==> src/rtl/bram_1p_arbiter.sv <==
// Two-requester arbiter sharing one single-port read-first BRAM, with a burst
// limit so neither side starves. Define BRAM_ARB_CONFLICT_CNT_EN for conflict_cnt_o.
module bram_1p_arbiter #(
  parameter int RAM_WIDTH     = 8,
  parameter int RAM_ADDR_BITS = 10,
  parameter int MAX_BURST     = 4
) (
  input  logic                     clk_i,
  input  logic                     rst_i,
  input  logic                     req0_valid_i,
  output logic                     req0_ready_o,
  input  logic [RAM_ADDR_BITS-1:0] req0_addr_i,
  input  logic                     req0_we_i,
  input  logic [RAM_WIDTH-1:0]     req0_data_i,
  input  logic                     req1_valid_i,
  output logic                     req1_ready_o,
  input  logic [RAM_ADDR_BITS-1:0] req1_addr_i,
  input  logic                     req1_we_i,
  input  logic [RAM_WIDTH-1:0]     req1_data_i,
  output logic                     rsp0_valid_o,
  output logic [RAM_WIDTH-1:0]     rsp0_data_o,
  output logic                     rsp1_valid_o,
  output logic [RAM_WIDTH-1:0]     rsp1_data_o,
  output logic                     mem_en_o,
  output logic                     mem_we_o,
  output logic [RAM_ADDR_BITS-1:0] mem_addr_o,
  output logic [RAM_WIDTH-1:0]     mem_data_o,
  input  logic [RAM_WIDTH-1:0]     mem_data_i
`ifdef BRAM_ARB_CONFLICT_CNT_EN
  ,
  output logic [15:0]              conflict_cnt_o
`endif
);

  localparam logic [7:0] MAX_B = 8'(MAX_BURST);

  typedef enum logic [1:0] {IDLE, OWN0, OWN1} state_e;

  state_e     state_q, state_d, gnt_state;
  logic [7:0] burst_cnt_q, burst_cnt_d;
  logic       last_owner_q, last_owner_d;
  logic [1:0] rd_pend_q, rd_pend_d;
  logic       gnt0, gnt1;

  // Grant decision; nothing is granted while reset is asserted.
  always_comb begin
    gnt0 = 1'b0;
    gnt1 = 1'b0;
    if (!rst_i) begin
      case (state_q)
        IDLE: begin
          if (req0_valid_i && req1_valid_i) begin
            gnt0 = last_owner_q;
            gnt1 = ~last_owner_q;
          end else begin
            gnt0 = req0_valid_i;
            gnt1 = req1_valid_i;
          end
        end
        OWN0: begin
          if (req0_valid_i && (!req1_valid_i || burst_cnt_q < MAX_B)) gnt0 = 1'b1;
          else gnt1 = req1_valid_i;
        end
        OWN1: begin
          if (req1_valid_i && (!req0_valid_i || burst_cnt_q < MAX_B)) gnt1 = 1'b1;
          else gnt0 = req0_valid_i;
        end
        default: ;
      endcase
    end
  end

  always_comb begin
    state_d      = state_q;
    burst_cnt_d  = burst_cnt_q;
    last_owner_d = last_owner_q;
    gnt_state    = gnt1 ? OWN1 : OWN0;
    if (gnt0 || gnt1) begin
      state_d      = gnt_state;
      last_owner_d = gnt1;
      if (state_q != gnt_state)    burst_cnt_d = 8'd1;
      else if (burst_cnt_q < MAX_B) burst_cnt_d = burst_cnt_q + 8'd1;
    end else if (!req0_valid_i && !req1_valid_i) begin
      state_d     = IDLE;
      burst_cnt_d = '0;
    end
    rd_pend_d = {gnt1 & ~req1_we_i, gnt0 & ~req0_we_i};
  end

  always_comb begin
    req0_ready_o = gnt0;
    req1_ready_o = gnt1;
    mem_en_o     = gnt0 | gnt1;
    mem_we_o     = 1'b0;
    mem_addr_o   = '0;
    mem_data_o   = '0;
    if (gnt0) begin
      mem_we_o   = req0_we_i;
      mem_addr_o = req0_addr_i;
      mem_data_o = req0_data_i;
    end else if (gnt1) begin
      mem_we_o   = req1_we_i;
      mem_addr_o = req1_addr_i;
      mem_data_o = req1_data_i;
    end
  end

  // A response due in the reset cycle is suppressed rather than delivered.
  always_comb begin
    rsp0_valid_o = rd_pend_q[0] & ~rst_i;
    rsp1_valid_o = rd_pend_q[1] & ~rst_i;
    rsp0_data_o  = rsp0_valid_o ? mem_data_i : '0;
    rsp1_data_o  = rsp1_valid_o ? mem_data_i : '0;
  end

  always_ff @(posedge clk_i) begin
    if (rst_i) begin
      state_q      <= IDLE;
      burst_cnt_q  <= '0;
      last_owner_q <= 1'b1;
      rd_pend_q    <= '0;
    end else begin
      state_q      <= state_d;
      burst_cnt_q  <= burst_cnt_d;
      last_owner_q <= last_owner_d;
      rd_pend_q    <= rd_pend_d;
    end
  end

`ifdef BRAM_ARB_CONFLICT_CNT_EN
  logic [15:0] conflict_cnt_q, conflict_cnt_d;

  always_comb begin
    conflict_cnt_d = conflict_cnt_q;
    if (req0_valid_i && req1_valid_i && conflict_cnt_q != '1)
      conflict_cnt_d = conflict_cnt_q + 16'd1;
  end

  always_ff @(posedge clk_i) begin
    if (rst_i) conflict_cnt_q <= '0;
    else       conflict_cnt_q <= conflict_cnt_d;
  end

  assign conflict_cnt_o = conflict_cnt_q;
`endif

endmodule

==> config.mk <==
export PLATFORM = sky130hd
export DESIGN_NAME = bram_1p_arbiter
export DESIGN_NICKNAME = d
export VERILOG_FILES = /design/src/rtl/bram_1p_arbiter.sv
export SDC_FILE = /design/constraint.sdc
export NUM_CORES = 1
export LEC_CHECK = 0
export CAP_MARGIN = 30
export CORE_MARGIN = 2
export CORE_UTILIZATION = 28
export DETAILED_ROUTE_END_ITERATION = 10
export PLACE_DENSITY = 0.82
export SLEW_MARGIN = 20
export SYNTH_ARGS = -nofsm -noshare
export SYNTH_HDL_FRONTEND = slang
export SYNTH_SLANG_ARGS = --single-unit
export TNS_END_PERCENT = 5
==> constraint.sdc <==
create_clock -name clk_i -period 2.33 [get_ports clk_i]
set_clock_uncertainty 0.1 [all_clocks]
set_input_delay 0.466 -clock clk_i [delete_from_list [all_inputs] [get_ports clk_i]]
set_output_delay 0.466 -clock clk_i [all_outputs]
set_load 0.02 [all_outputs]
==> results of run 1 <==
==> cell type report <==
cell class,instances,share of cell area
Timing Repair Buffer,122,0.483
Multi-Input combinational cell,94,0.357
Sequential cell,13,0.110
Tap cell,46,0.0240
Inverter,5,0.0120
Clock buffer,4,0.0110
Timing Repair inverter,1,0.00261
==> worst paths after layout <==
check	start	end	depth (start not counted)
worst max register to register	burst_cnt_q[5]	burst_cnt_q[2]	7
worst min register to register	burst_cnt_q[7]	burst_cnt_q[7]	2
worst max-delay path	burst_cnt_q[5]	mem_addr_o[5]	8
worst min-delay path	burst_cnt_q[7]	burst_cnt_q[7]	2
==> kinds of logic (layout without fill, tap and decap cells) <==
logic type	count (synthesis)	count (layout)	share of synthesized area
flops	13	13	0.255
simple gates	51	51	0.317
buf+inv	14	132	0.0847
compound gates	40	40	0.312
fa+ha+maj	1	1	0.0123
mux	2	2	0.0196
==> tightest hold or removal path, stage by stage (launching register included) <==
cell      delay, ps
dfxtp_1         340
nand2b_1         80
a21oi_1          40
==> state kept, by name (all words and copies together), names as in the netlist <==
signal and cells:
burst_cnt_q 8, last_owner_q 1, rd_pend_q 2, state_q 2
==> cells in the mapped netlist, types with 2 or more instances <==
library cell | number | area [um2]
a22o_1 | 19 | 166
and2_1 | 16 | 100
dfxtp_1 | 13 | 260
nor2_1 | 6 | 22.5
o21ai_0 | 6 | 30.0
clkbuf_1 | 5 | 18.8
nand2_1 | 5 | 18.8
a31oi_1 | 4 | 25.0
inv_1 | 4 | 15.0
nand2b_1 | 4 | 25.0
nor3b_1 | 4 | 30.0
a21oi_1 | 3 | 15.0
buf_6 | 3 | 33.8
nand4_1 | 3 | 18.8
nor2b_1 | 3 | 18.8
mux2i_1 | 2 | 20.0
nor3_1 | 2 | 10.0
or4b_1 | 2 | 20.0
==> what timing repair did <==
item | CTS | global route
endpoints found under the setup margin | 41 | 24
pin swaps | 18 | 5
gates cloned | 0 | 1
gates resized for setup | 155 | 13
setup buffers | 2 | 1
==> per-layer routing <==
layer  GRT usage  vias to the layer above  part of all wire
li1            -                      689                 -
met1       0.199                      656              0.37
met2       0.352                       72              0.52
met3      0.0563                        2              0.10
met4      0.0399                        0            0.0029
met5           0                        -                 0
==> stage by stage <==
stage / setup WS [ps] / power, uW / utilization / std cells
2_1_floorplan: -3.24 / 430 / - / 121
3_3_place_gp: -959 / 621 / 0.672 / 277
3_5_place_dp: -994 / 626 / 0.672 / 277
4_1_cts: -353 / 772 / 0.691 / 283
5_1_grt: -352 / 816 / 0.701 / 285
6_report: -272 / 777 / 0.701 / 285
==> power groups by stage <==
stage	Clock (uW)	Combinational [uW]	Sequential, uW
finish	140	400	237
global route	151	427	238
global placement	0	379	241
floorplan	0	189	241
detailed placement	0	384	242
CTS	139	396	237
==> flow_summary.yaml, run 1 <==
die:
  fp.dieH_um: 64.4
  ios: 90
  dieArea_mm2: 0.00414
  core_region_area_mm2: 0.00342
  die_x_um: 64.4
  start_util: 0.299
  std_cell_rows: 21
yosys:
  syn_inst: 121
  synth_edf_count: 0
  syn-cell-area_mm2: 0.00102
  yosysSeqAreaShare: 0.255
  syn_nets: 172
  ys.flop_type: "dfxtp_1"
  yosys_warnings: 0
  ys_ff_latch: 13
  async_flop_share: 0
  synth_cell_types: 35
  synth.avg_cell_area_um2: 8.43
timing:
  finalSetupTns_ps: -5540
  slew_violations: 0
  fin_crit_sh: 1.12
  setup_viol: 22
  fin_crit_ps: 2600
  rsz0062_at_grt: "yes"
  fin_hold_ws_ps: 389
  fin_ws_ps: -272
  hold_viol: 0
  max_slew_margin: 0.655
  worst_pin_slew_ps: 513
  timing.fmax_ghz: 0.384
cells_and_area:
  num_antenna_cells: 0
  multi_input_area_um2: 856
  layout-drive-gt1-share: 0.385
  final_common_cell: "clkdlybuf4s50_1"
  area_growth_pct: 135
  stdcell_area_mm2: 0.00239
  fin_nets: 291
  seq_area_um2: 263
  fillers: 268
  layout_common_cells: "46 x clkdlybuf4s50_1, 30 x buf_4, 21 x buf_6"
routing:
  routed_wl_um: 3770
  ant_nets: 0
  dr.pass1.iters: 4
  drc: 0
  routedWlPerCell_um: 13.2
  drt_iter0_drc: 37
  vias: 1419
  routed_via_density: 4.98
critical_path:
  start_kind: "flop"
  required_ps: 1760
  critPathMaxStageDelay_ps: 340
  crit_path_max_fanout: 10
  crit_path_cell_trace: "nor4_4 -> and2_4 -> buf_4 -> a31oi_1 -> nand2_2 -> inv_4 -> a22o_4 -> buf_6"
  cp.buffers_inverters: 3
  rrSetupSlack_ps: 90
  end_kind: "output port"
  critPathTopFamily: "simple AND/OR/NAND/NOR gates"
  crit_slowest_cell: "dfxtp_2"
  arrival_ps: 2040
  crit_type: "flop to output port"
place:
  place_congestion: 0.801
  port-buffer-count: 89
  hpwl_um: 2970
  placed_area_mm2: 0.00230
cts:
  cts_buffers: 3
  htreeDepth: 1
  root_buffer: "clkbuf_4"
  cts.hold.buffers_added: 0
  clkSinkCount: 13
  insertion_delay_ps: 280
  cts_tree: "built"
  clk_pin_slew_worst_paths_ps: 80
  ctsLongestPathBuffers: 2
global_route:
  grt_use_total: 0.185
  grt_overflow: 0
  grt_pass1_vias: 1376
  grt_max_degree: 22
  grt_pass1_wl_um: 6180
  antenna_found_initial: 0
status:
  violations: "negative setup slack"
  status: "finished with violations"
pwr:
  combPwrFrac: 0.515
  p_leak_uw: 0.00115
  p_int_uw: 530
  power_density_mw_per_mm2: 324
  p_sw_frac: 0.318
  pwr-share-clk: 0.181
  seqPwrFrac: 0.305
  switchingPower_uw: 247
  peakVddDrop_v: 0.000199
job:
  drv_cap: 0
hold_path:
  worst_hold_path_type: "flop to flop"
Power figures use the tool's default switching activity.
==> run 2, diff against run 1 <==
- GPL_ROUTABILITY_DRIVEN: unset -> 0
==> results of run 2 <==
No change in the layout: final DEF, timing and power equal those of run 1.
==> run 3, diff against run 2 <==
- CTS_BUF_LIST: unset -> sky130_fd_sc_hd__clkbuf_16
- HOLD_SLACK_MARGIN: unset -> 0.05
==> flow_summary.yaml, run 3 (synthesis gave the netlist of run 1 again) <==
cells_and_area:
  final_common_cell: "clkdlybuf4s50_1"
  largest-register: "burst_cnt_q"
  reg.largest.list: "burst_cnt_q (8), rd_pend_q (2), state_q (2)"
  stdcell_area_mm2: 0.00242
  multi_input_area_um2: 856
  area_growth_pct: 137
  seq_area_um2: 263
  largest_reg_flops: 8
  finish.utilization: 0.708
  layout-drive-gt1-share: 0.382
  num_antenna_cells: 0
  fillers: 267
  layout_common_cells: "46 x clkdlybuf4s50_1, 31 x buf_4, 21 x buf_6"
  fin_nets: 290
timing:
  timing.fmax_ghz: 0.392
  worst_pin_slew_ps: 494
  fin_crit_ps: 2550
  hold_viol: 0
  slew_violations: 0
  setup_viol: 22
  rsz0062_at_grt: "yes"
  fin_crit_sh: 1.10
  finalSetupTns_ps: -4350
  fin_hold_ws_ps: 388
  fin_ws_ps: -222
  max_slew_margin: 0.668
pwr:
  pwr-share-clk: 0.332
  power_density_mw_per_mm2: 394
  switchingPower_uw: 264
  seqPwrFrac: 0.250
  peakVddDrop_v: 0.000277
  combPwrFrac: 0.418
  p_int_uw: 689
  p_sw_frac: 0.277
  p_leak_uw: 0.00115
die:
  std_cell_rows: 21
  core_region_area_mm2: 0.00342
  fp.dieH_um: 64.4
  dieArea_mm2: 0.00414
  ios: 90
  start_util: 0.299
  die_x_um: 64.4
status:
  violations: "negative setup slack"
  status: "finished with violations"
place:
  placed_area_mm2: 0.00230
  port-buffer-count: 89
  hpwl_um: 2970
  dpl_worst_slack_ps: -994
job:
  drv_cap: 0
cts:
  ctsLongestPathBuffers: 2
  insertion_delay_ps: 240
  clk_pin_slew_worst_paths_ps: 40
  cts.hold.buffers_added: 0
  clkSinkCount: 13
  cts_tree: "built"
  htreeDepth: 1
  root_buffer: "clkbuf_16"
  cts_buffers: 3
global_route:
  met1_usage: 0.203
  antenna_found_initial: 0
  met3_usage: 0.0493
  grt_pass1_wl_um: 6220
  globalRouteMet2Util: 0.352
  grt_max_degree: 22
  grt_use_total: 0.185
  grt-busiest-layer: "met2"
  grt_pass1_vias: 1379
  grt_overflow: 0
critical_path:
  start_kind: "flop"
  end_kind: "output port"
  r2r-start: "burst_cnt_q[5]"
  arrival_ps: 1990
  crit_type: "flop to output port"
  critPathLaunch: "burst_cnt_q[5]"
  crit_path_max_fanout: 8
  required_ps: 1760
hold_path:
  worst_hold_path_type: "flop to flop"
  min-delay-start: "burst_cnt_q[7]"
routing:
  dr.pass1.iters: 4
  drc: 0
  routed_wl_um: 3790
  vias: 1412
  routed_via_density: 4.97
  ant_nets: 0
  routedWlPerCell_um: 13.3
  drt_iter0_drc: 41
[run 3: worst max-delay path, stage by stage, from the launching register on]
cell      delay, ps
dfxtp_2         330
nor4_4          320
and2_4          200
o21ai_2          50
a2111o_1        350
inv_4           110
buf_6           150
a22o_4          140
buf_6           110
[run 3: repair_timing]
| action | in CTS | in global routing |
|---|---|---|
| pin swaps | 18 | 3 |
| endpoints found under the setup margin | 41 | 22 |
| gates cloned | 0 | 1 |
| setup buffers | 2 | 0 |
| gates resized for setup | 155 | 11 |
[run 3: layout make-up]
type / instances / share of cell area
multi-input combinational: 94 / 0.354
inverter: 5 / 0.0119
timing repair buffer: 121 / 0.467
sequential: 13 / 0.109
timing repair inverter: 1 / 0.00259
clock inverter: 1 / 0.00155
tap: 46 / 0.0238
clock buffer: 3 / 0.0310
[run 3: path summary, 6_finish.rpt]
kind	endpoint	slack [ps]	cells past startpoint
max	mem_addr_o[3]	-220	8
min	burst_cnt_q[7]	390	2
max reg2reg	burst_cnt_q[2]	80	7
min reg2reg	burst_cnt_q[7]	390	2
[run 3: metal layers]
metal	wire length, um	part of all wire	up-vias
li1	-	-	686
met3	384	0.10	4
met2	1930	0.51	70
met1	1440	0.38	652
met4	27	0.0071	0
met5	0	0	-
[run 3: stage by stage]
| step | cells | power (uW) |
|---|---|---|
| final | 284 | 952 |
| after global routing | 284 | 996 |
| after CTS | 283 | 950 |
| after detailed placement | 277 | 626 |
| after global placement | 277 | 621 |
| after floorplan | 121 | 430 |
[run 3: power groups by stage]
stage | Sequential, uW | Clock, uW | Combinational (uW)
final | 238 | 316 | 398
after global placement | 241 | 0 | 379
after detailed placement | 242 | 0 | 384
after global routing | 239 | 332 | 425
after floorplan | 241 | 0 | 189
after CTS | 238 | 318 | 395
